**src/rtl/udivider.sv**
```systemverilog
// -----------------------------------------------------------------------------
// udivider : sequential unsigned restoring divider
//
// Computes Q = A / B and R = A % B, producing one quotient bit per clock.
// Companion of the shift-add unsigned multiplier; same start/busy/valid
// handshake so the two can be swapped behind the same control logic.
//
// Parameters
//   WIDTH      bit width of A, B, Q and R (>= 2)
//
// Ports
//   clk        rising-edge clock
//   rst_n      synchronous active-low reset (wins over start)
//   start      load A/B and begin a division; sampled every rising edge
//   A, B       dividend / divisor, sampled only on the edge where start=1
//   Q, R       quotient / remainder registers; hold the last result
//   valid_out  Q/R/dbz_out hold a completed result
//   busy_out   division in progress
//   dbz_out    last completed division had B == 0
//
// Optional build macro
//   UDIVIDER_DEBUG_EN  adds i_out, rem_out, quot_out, state_out, which expose
//                      the live iteration counter, partial remainder,
//                      quotient shifter and FSM state. Behaviour and timing
//                      are identical with or without the macro.
//
// Handshake: a start sampled high on any edge (any state) loads the operands,
// drops valid_out and raises busy_out, aborting any division in flight. The
// result appears WIDTH+1 edges later: busy_out falls and valid_out rises on
// the same edge, and valid_out then stays high with Q/R/dbz_out stable until
// the next start or reset. There is no back-pressure; a result is never lost
// because it is held until the caller starts another division.
// -----------------------------------------------------------------------------
module udivider #(
  parameter int WIDTH = 4
) (
  input  logic             clk,
  input  logic             rst_n,
  input  logic             start,
  input  logic [WIDTH-1:0] A,
  input  logic [WIDTH-1:0] B,
  output logic [WIDTH-1:0] Q,
  output logic [WIDTH-1:0] R,
  output logic             valid_out,
  output logic             busy_out,
  output logic             dbz_out
`ifdef UDIVIDER_DEBUG_EN
  ,
  output logic [$clog2(WIDTH+1)-1:0] i_out,
  output logic [WIDTH:0]             rem_out,
  output logic [WIDTH-1:0]           quot_out,
  output logic [1:0]                 state_out
`endif
);

  localparam int CW = $clog2(WIDTH + 1);

  typedef enum logic [1:0] {
    S_IDLE = 2'd0,
    S_RUN  = 2'd1,
    S_DONE = 2'd2
  } state_t;

  state_t           r_state;
  state_t           w_next_state;

  // Restored partial remainder. It is always strictly below the divisor, so
  // it fits in WIDTH bits; the extra bit only exists in the trial subtraction.
  logic [WIDTH-1:0] r_rem;
  logic [WIDTH-1:0] r_quot;   // holds the dividend, fills with quotient bits
  logic [WIDTH-1:0] r_div;    // divisor latched at start
  logic [CW-1:0]    r_i;      // number of quotient bits produced so far
  logic [WIDTH-1:0] r_q;
  logic [WIDTH-1:0] r_r;
  logic             r_valid;
  logic             r_busy;
  logic             r_dbz;

  logic [WIDTH:0]   w_shift;
  logic [WIDTH:0]   w_trial;
  logic [WIDTH-1:0] w_rem_next;
  logic [WIDTH-1:0] w_quot_next;
  logic             w_step_en;
  logic             w_done;

  // ---------------------------------------------------------------------------
  // One restoring step: shift the next dividend bit into the remainder, try a
  // subtraction, and keep it only if it did not go negative.
  // ---------------------------------------------------------------------------
  always_comb begin
    w_shift     = {r_rem, r_quot[WIDTH-1]};
    w_trial     = w_shift - {1'b0, r_div};
    w_rem_next  = w_trial[WIDTH] ? w_shift[WIDTH-1:0] : w_trial[WIDTH-1:0];
    w_quot_next = {r_quot[WIDTH-2:0], ~w_trial[WIDTH]};
  end

  // ---------------------------------------------------------------------------
  // FSM state register
  // ---------------------------------------------------------------------------
  always_ff @(posedge clk) begin
    if (!rst_n) begin
      r_state <= S_IDLE;
    end else begin
      r_state <= w_next_state;
    end
  end

  // ---------------------------------------------------------------------------
  // FSM next state and datapath enables. start has priority in every state.
  // ---------------------------------------------------------------------------
  always_comb begin
    w_next_state = r_state;
    w_step_en    = 1'b0;
    w_done       = 1'b0;
    if (start) begin
      w_next_state = S_RUN;
    end else begin
      case (r_state)
        S_IDLE: begin
          w_next_state = S_IDLE;
        end
        S_RUN: begin
          w_step_en = 1'b1;
          // The step taken from i == WIDTH-1 produces the last quotient bit,
          // so the FSM sits in DONE with i == WIDTH for one cycle.
          if (r_i == CW'(WIDTH - 1)) begin
            w_next_state = S_DONE;
          end
        end
        S_DONE: begin
          w_done       = 1'b1;
          w_next_state = S_IDLE;
        end
        default: begin
          w_next_state = S_IDLE;
        end
      endcase
    end
  end

  // ---------------------------------------------------------------------------
  // Datapath and result registers. Q/R only change on the DONE edge so that
  // intermediate quotient/remainder values never appear on the outputs.
  // ---------------------------------------------------------------------------
  always_ff @(posedge clk) begin
    if (!rst_n) begin
      r_rem   <= '0;
      r_quot  <= '0;
      r_div   <= '0;
      r_i     <= '0;
      r_q     <= '0;
      r_r     <= '0;
      r_valid <= 1'b0;
      r_busy  <= 1'b0;
      r_dbz   <= 1'b0;
    end else if (start) begin
      r_rem   <= '0;
      r_quot  <= A;
      r_div   <= B;
      r_i     <= '0;
      r_valid <= 1'b0;
      r_busy  <= 1'b1;
      r_dbz   <= 1'b0;
    end else if (w_step_en) begin
      r_rem   <= w_rem_next;
      r_quot  <= w_quot_next;
      r_i     <= r_i + CW'(1);
    end else if (w_done) begin
      // A zero divisor needs no special path: every trial subtraction
      // succeeds, leaving Q all ones and R equal to A.
      r_q     <= r_quot;
      r_r     <= r_rem;
      r_dbz   <= (r_div == '0);
      r_valid <= 1'b1;
      r_busy  <= 1'b0;
    end
  end

  assign Q         = r_q;
  assign R         = r_r;
  assign valid_out = r_valid;
  assign busy_out  = r_busy;
  assign dbz_out   = r_dbz;

`ifdef UDIVIDER_DEBUG_EN
  assign i_out     = r_i;
  assign rem_out   = {1'b0, r_rem};
  assign quot_out  = r_quot;
  assign state_out = r_state;
`endif

endmodule

```
**config.mk**
```make
export PLATFORM = sky130hd
export DESIGN_NAME = udivider
export DESIGN_NICKNAME = d
export VERILOG_FILES = /design/src/rtl/udivider.sv
export SDC_FILE = /design/constraint.sdc
export NUM_CORES = 1
export LEC_CHECK = 0
export BUFFER_PORTS_ARGS = -buffer_cell sky130_fd_sc_hd__buf_2
export CELL_PAD_IN_SITES_DETAIL_PLACEMENT = 1
export CELL_PAD_IN_SITES_GLOBAL_PLACEMENT = 1
export CORE_UTILIZATION = 45
export CTS_CLUSTER_DIAMETER = 100
export DETAILED_ROUTE_END_ITERATION = 16
export PLACE_DENSITY = 0.92
export SLEW_MARGIN = 5
export SYNTH_ARGS = -nofsm -noshare
export SYNTH_HDL_FRONTEND = slang
export SYNTH_SLANG_ARGS = --single-unit
export TNS_END_PERCENT = 50
```
**constraint.sdc**
```tcl
create_clock -name clk -period 3.65 [get_ports clk]
set_clock_uncertainty 0.15 [all_clocks]
set_input_delay 0.73 -clock clk [delete_from_list [all_inputs] [get_ports clk]]
set_output_delay 0.73 -clock clk [all_outputs]
set_load 0.02 [all_outputs]
```
; ---- Yosys cells after proc, flatten, opt, wreduce, memory -nomap -nowiden
; Index checks and enable logic that the tools add are counted.
[classes]
add_sub_neg = 2
multipliers = 0
div = 0
order_cmp = 0
n_eq_ne = 5
n_shift = 0
n_mux = 13
bitwise_logic = 5
reduce_logical = 8
[op_table]
columns = operator, n
row1 = 4-bit 2-to-1 mux, 3
row2 = 1-bit 2-to-1 mux, 10
row3 = 1-bit NOT, 5
row4 = 5-bit by 4-bit subtractor with 5-bit output, 1
row5 = 4-bit zero test, 1
row6 = 2-bit AND reduction, 2
row7 = 2-bit nonzero test, 2
row8 = 3-bit by 1-bit adder with 3-bit output (second input constant), 1
row9 = 3-bit by 2-bit == test with 1-bit output (second input constant), 1
row10 = 3-bit != test (second input constant), 1
row11 = 3-bit AND reduction, 1
row12 = 3-bit OR reduction, 1
row13 = 2-bit by 1-bit == test with 1-bit output (second input constant), 1
row14 = 2-bit == test (second input constant), 1
row15 = 2-bit != test (second input constant), 1
row16 = 2-bit OR reduction, 1
[totals]
ff_bits = 28
latch_bits = 0
mem_bits_rw = 0
romBits = 0
inputBits = 11
out_inout_bits = 11
wordCells = 44
n_memories = 0

; ---- Logic depth before layout (Yosys ltp)
; Gate-level depths: netlist of the first run.
[logic_depth]
depth_word = 6
ltp_mapped = 9
ltp_nobuf = 8

; ---- Worst setup path before layout of the first run
; No wires, ideal clock.
[synth_path]
path_type = reg2reg
start = register r_quot[3]
end = register r_rem[3]
setup_time_ps = 120
arrival_time_ps = 1642
required_ps = 3380
setup_slack_ps = 1738
stages_incl_launch_ff = 10
synth_period_minus_slack_ps = 1912
path_cell_list = dfxtp_1 -> inv_1 -> ha_1 -> inv_1 -> fa_1 -> nand3_2 -> and3_4 -> buf_6 -> nor4b_1 -> o31a_1
[synth_between]
elab_chain_len = 2
[synth_lines]
columns = element, line_no
row1 = start: declaration, 70  ; logic [WIDTH-1:0] r_quot;
row2 = start signal: assignment, 166  ; r_quot <= w_quot_next;
row3 = 5-bit by 4-bit subtractor with 5-bit output, 92  ; w_trial = w_shift - {1'b0, r_div};
row4 = 4-bit 2-to-1 mux, 93  ; w_rem_next = w_trial[WIDTH] ? w_shift[WIDTH-1:0] : w_trial[WIDTH-1:0];
row5 = end signal: assignment, 165  ; r_rem <= w_rem_next;
row6 = end: declaration, 69  ; logic [WIDTH-1:0] r_rem;
; No other way between the ends.
; A chain may end at the register's enable or synchronous reset.

; ---- Worst setup path in the final report of the first run
[layout_path]
start = register r_quot[3]
end = register r_rem[1]
; The elaborated chain is that of the path after synthesis.

==> flow_metrics.tcl, run 1 <==
set metrics [dict create \
    postLayoutCoreUtil_pct 53.62 \
    regToRegSetupSlack_ns 1.55 \
    worstReg2RegEnd "r_rem[1]" \
    worst_ir_drop_vdd_mv 0.2585 \
    clock_latency_on_the_worst_skew_pair_ns 0.33 \
    h-tree-depth 1 \
    instances_no_fill 190 \
    critical-path-slowest-cell "fa_1" \
    timing.setup.critical_path_class "register to register" \
    io_pins 22 \
    powerDensity_mw_per_mm2 412.3 \
    crit_top_cell "inv_1" \
    crit_path_max_incr_delay_ns 0.42 \
    power.leakage_nw 0.6256 \
    coreArea_mm2 0.002781 \
    worstPathCellList "inv_1 -> ha_1 -> inv_1 -> fa_1 -> nand3_2 -> a21oi_2 -> or3b_1 -> a31oi_1" \
    synth_edf_count 0 \
    avg_inst_size_synth_um2 9.428 \
    grt_remaining_overflow 0 \
    worstRegToRegCells 8 \
    first_global_vias 1088 \
    dp_hpwl_um 2466 \
    min_path_cells 2 \
    synthDominantCellAreaShare_pct 41.87 \
    syn_nets 160 \
    drt_iter0_markers 37 \
    period_needed_ns 2.105 \
    gr-usage-all-layers_pct 22.12 \
    total_placed_cells_including_tap_cells 186 \
    yosys_most_used_dff "dfxtp_1" \
    synthDominantAreaCellType "dfxtp_1" \
    hold_path.startpoint "valid_out" \
    grt_max_degree 21 \
    nets 178 \
    finalHoldViolations 0 \
    crit-reg2reg-launch "r_quot[3]" \
    start_util_pct 48.13 \
    synthDistinctLibCells 36 \
    reported_max_cap_violation_count 0 \
    end_kind "register" \
    yosysWarnings 0 \
    antenna_found_initial 0 \
    routed_wire_length_per_instance_um 16.58 \
    firstDrtPassIters 4 \
    netlist_instances 142 \
    async_reset_ff_share_pct 0 \
    hold_path_end "valid_out" \
    post_synth_instance_area_mm2 0.001339 \
    clock_path_buffers 2 \
    gp_routability_congestion 0.8328 \
    setup_viol_count_final 0 \
    dieWidth_um 56.55 \
    post-cts-setup-buffer-count 0 \
    postSynthRegisterBits 28 \
    synthToLayoutAreaGrowth_pct 11.40 \
    fin_worst_hold_slack_ns 0.3401 \
    status "finished, final reports clean" \
    cp_data_arrival_time_ns 2.22 \
    post_cts_resized 0 \
    detailroute.via_count 1045 \
    stdcell_area_mm2 0.001491 \
    num_cts_buffers 3 \
    totalWireLength_um 3151 \
    insertedDiodeCount 0 \
    fin_tns_setup_ns 0 \
    placementRows 19 \
    share_of_synthesized_area_occupied_by_flip_flops_and_latches_pct 41.87 \
    finalMaxSlewViolations 0 \
    drcViolationCount 0 \
    timing.critical_path.buf_inv 2 \
    postRouteAntennaNets 0 \
    synthTopCellsByArea "dfxtp_1, mux2i_1, nor2b_1" \
    clockRootBuffer "clkbuf_4" \
    tritoncts_clock_tree "yes" \
    max_freq_ghz 0.4752 \
    crit_path_max_fanout 9 \
    placed_cell_area_mm2 0.001439 \
    tightest_slew_ns 0.7582 \
    grt_setup_unrepaired "false" \
    grt_pass1_wl_um 5375 \
    worst_path_dominant_cell_family "adder cells" \
    critPathRequiredTime_ns 3.77 \
    cts.reportedPaths.clkPinSlew_ns 0.16 \
    portBuffers 21 \
    floorplan.die_area_mm2 0.003197 \
    clock_sink_count 28 \
    max-slew-margin-rel_pct 49.35 \
    die_height_um 56.55 \
    worstSetupStartpointType "register" \
    final_layout_size_suffix_gt1_share_pct 17.61 \
    viasPerCell 5.500 \
    min_path_type "register to register" \
    final_min_period_over_clock_period_pct 57.66 \
    cts_hold_fix_bufs 0 \
]
-- worst min-delay path, stage by stage, from the launching register on --
cell	delay (ns)
dfxtp_1	0.36
nor2_1	0.05
nor2_1	0.06
-- synth_stat cells (2+ instances only) --
cell and instances:
ha_1 6, clkbuf_1 2, nand2_1 8, o21a_1 3, mux2i_1 16, nor3_1 4
buf_2 2, a21oi_1 6, nor2b_1 15, nand3b_1 2, nor2_1 6, inv_1 8
dfxtp_1 28, and2_1 4, buf_1 2, o21ai_0 9, nor4_1 2
-- per-layer routing --
| metal | part of all wire [%] | vias up | global-route usage (%) |
|---|---|---|---|
| met3 | 2.2 | 5 | 3.456 |
| met4 | 0.92 | 0 | 5.226 |
| li1 | - | 518 | - |
| met1 | 42 | 506 | 26.13 |
| met5 | 0 | - | 0 |
| met2 | 55 | 16 | 41.34 |
-- how the worst max path moves through the flow --
stage | cells after the start | start | to | slack [ns]
4_1_cts | 8 | r_quot[3] | r_rem[1] | 1.56
3_5_place_dp | 5 | start | R[2] | 1.47
6_report | 8 | r_quot[3] | r_rem[1] | 1.55
2_1_floorplan | 9 | r_quot[3] | r_rem[3] | 1.74
5_1_grt | 8 | r_quot[3] | r_rem[3] | 1.41
3_3_place_gp | 5 | start | R[1] | 1.58
-- cell usage in the layout, fill, tap and decap left out, types with 2 or more instances in the layout --
cell type and count:
clkbuf_4 3, dfxtp_1 28, ha_1 6, and2_1 4, inv_1 8, o21a_1 3
nand3b_1 2, a21oi_1 6, mux2i_1 16, nor4_1 2, nor2b_1 15, nand2_1 8
nor2_1 6, buf_2 21, nor3_1 4, o21ai_0 9
-- state kept, by name, indices dropped and copies added, names as in the netlist, 2 cells and up --
| signal | flops |
|---|---|
| r_state | 2 |
| r_quot | 4 |
| r_rem | 4 |
| r_div | 4 |
| r_i | 3 |
| R | 4 |
| Q | 4 |
-- through the flow --
step / worst slack (ns) / power (mW)
finish: 1.545 / 0.6149
global route: 1.412 / 0.6392
CTS: 1.557 / 0.6177
detailed placement: 1.466 / 0.4139
global placement: 1.583 / 0.4071
floorplan: 1.738 / 0.3952
-- power breakdown --
part	leakage [nW]	switching [mW]	total [mW]	internal, mW
Clock	0.0279	0.0962	0.207	0.111
Combinational	0.369	0.0468	0.0829	0.0361
Sequential	0.228	0.00873	0.325	0.316
Total	0.626	0.152	0.615	0.463
-- cell type report --
cell class / count / area (µm²)
Timing Repair Buffer: 21 / 105.1
Tap cell: 31 / 38.79
Fill cell: 335 / 1290
Sequential cell: 28 / 560.5
Clock inverter: 1 / 30.03
Clock buffer: 3 / 22.52
Multi-Input combinational cell: 98 / 704.4
Inverter: 8 / 30.03
-- kinds of logic after synthesis --
family                   share of synthesized area, %
buffers and inverters                           5.515
AO/OA/AOI/OAI                                   11.03
AND/OR/NAND/NOR                                 21.22
adder cells (fa/ha/maj)                         7.103
multiplexers                                    11.96
flip-flops                                      41.87
XOR/XNOR                                        1.309
(Power assumes the default switching activity.)
==> run 2: changes to the inputs <==
CORE_UTILIZATION = 41   (was 45)
PLACE_DENSITY = 0.85   (was 0.92)
clock period = 2 ns   (was 3.65 ns; I/O delays follow)
==> flow_metrics.tcl, run 2 (synthesis gave the netlist of run 1 again) <==
set metrics [dict create \
    status "finished, final reports clean" \
    clockRootBuffer "clkbuf_4" \
    final_layout_size_suffix_gt1_share_pct 27.38 \
    portBuffers 21 \
    finalHoldViolations 0 \
    power.leakage_nw 0.6613 \
    crit_path_max_fanout 8 \
    finalMaxSlewViolations 0 \
    critPathRequiredTime_ns 2.08 \
    clock_latency_on_the_worst_skew_pair_ns 0.32 \
    timing.final.ws_setup_ns 0.09670 \
    grt_max_degree 21 \
    worstPathCellList "inv_2 -> ha_4 -> inv_2 -> fa_2 -> nand3_4 -> and3_4 -> nor4b_1 -> o31a_1" \
    antenna_found_initial 0 \
    worst_path_dominant_cell_family "adder cells" \
    io_pins 22 \
    dieWidth_um 59.15 \
    min_path_type "primary input to register" \
    tritoncts_clock_tree "yes" \
    end_kind "register" \
    die_height_um 59.15 \
    num_cts_buffers 3 \
    nets 188 \
    coreArea_mm2 0.003078 \
    grt_remaining_overflow 0 \
    start_util_pct 43.50 \
    insertedDiodeCount 0 \
    grt_pass1_wl_um 5175 \
    gr-usage-all-layers_pct 19.45 \
    reported_max_cap_violation_count 0 \
    dp_hpwl_um 2333 \
    cts_hold_fix_bufs 0 \
    synthToLayoutAreaGrowth_pct 19.25 \
    pre_cts_slack_ns -0.02685 \
    clock_sink_count 28 \
    period_needed_ns 1.903 \
    grt_setup_unrepaired "true" \
    cp_data_arrival_time_ns 1.98 \
    stdcell_area_mm2 0.001597 \
    timing.setup.critical_path_class "register to register" \
    powerDensity_mw_per_mm2 636.2 \
    final_common_cell "dfxtp_1" \
    max-slew-margin-rel_pct 62.40 \
    layout.filler_cells 377 \
    routed_wire_length_per_instance_um 14.68 \
    cts.reportedPaths.clkPinSlew_ns 0.15 \
    floorplan.die_area_mm2 0.003498 \
    postLayoutCoreUtil_pct 51.87 \
    gp_routability_congestion 0.7709 \
    worst_ir_drop_vdd_mv 0.4411 \
    tightest_slew_ns 0.5588 \
    final_min_period_over_clock_period_pct 95.16 \
    timing.critical_path.buf_inv 2 \
    placementRows 20 \
    first_global_vias 1174 \
    crit_top_cell "inv_2" \
    worstSetupStartpointType "register" \
    clock_path_buffers 2 \
    setup_viol_count_final 0 \
    max_freq_ghz 0.5254 \
    placed_cell_area_mm2 0.001485 \
    most-common-layout-cells "dfxtp_1, buf_2, mux2i_1" \
    drcViolationCount 0 \
    drt_iter0_markers 33 \
    viasPerCell 5.075 \
    postRouteAntennaNets 0 \
    firstDrtPassIters 4 \
    fin_tns_setup_ns 0 \
    h-tree-depth 1 \
    critical-path-slowest-cell "fa_2" \
    totalWireLength_um 3113 \
    detailroute.via_count 1076 \
    crit_path_max_incr_delay_ns 0.38 \
]
-- run 2: cell count changes in the layout (fill, tap and decap cells not counted), moves of 2 or more --
| cell | previous run | this run |
|---|---|---|
| ha_2 | 0 | 2 |
| dfxtp_1 | 28 | 26 |
| buf_4 | 0 | 10 |
| inv_2 | 0 | 2 |
| inv_1 | 8 | 6 |
| ha_1 | 6 | 3 |
-- run 2: repair_timing --
| item | in CTS | in global routing |
|---|---|---|
| endpoints found under the setup margin | 2 | 4 |
| endpoints found under the hold margin | 0 | 0 |
| resized for setup | 1 | 12 |
| setup buffers | 0 | 6 |
| pin swaps | 0 | 6 |
-- run 2: area by class of cell --
class	count	area [µm²]	share of cell area, %
inverter	8	30.03	1.881
sequential	28	565.5	35.42
tap	44	55.05	3.448
multi-input combinational	98	743.2	46.55
clock buffer	3	22.52	1.411
timing repair buffer	31	180.2	11.29
-- run 2: where the power goes --
group | internal, mW | switching (mW) | total, mW
combinational | 0.0926 | 0.0973 | 0.190
sequential | 0.576 | 0.0172 | 0.593
clock | 0.0706 | 0.162 | 0.232
total | 0.739 | 0.276 | 1.02
-- run 2: path summary, 6_finish.rpt --
| check | from | slack [ns] | to | cells after the start |
|---|---|---|---|---|
| worst max register to register | r_quot[3] | 0.1 | r_rem[3] | 8 |
| worst min-delay path | B[1] | 0.17 | r_div[1] | 3 |
| worst min register to register | r_i[1] | 0.33 | r_i[1] | 2 |
| worst max-delay path | r_quot[3] | 0.1 | r_rem[3] | 8 |
-- run 2: per-stage QoR --
stage / std cells / power, mW / hold slack (ns)
6_report: 212 / 1.016 / 0.1672
5_1_grt: 212 / 1.065 / 0.1739
4_1_cts: 206 / 0.9877 / 0.1706
3_5_place_dp: 203 / 0.7603 / 0.3190
3_3_place_gp: 203 / 0.7482 / 0.3001
2_1_floorplan: 142 / 0.7212 / 0.2900
-- run 2: metal layers --
metal  vias up  share of wire, %  global-route usage [%]
met4         0              0.19                   5.102
li1        535                 -                       -
met3         2               2.7                   3.275
met2        19                54                   36.36
met1       520                43                   22.75
met5         -                 0                       0
-- run 2: worst min-delay path: stages --
cell     delay (ns)
buf_2          0.07
mux2i_1        0.05
nor2b_1        0.09
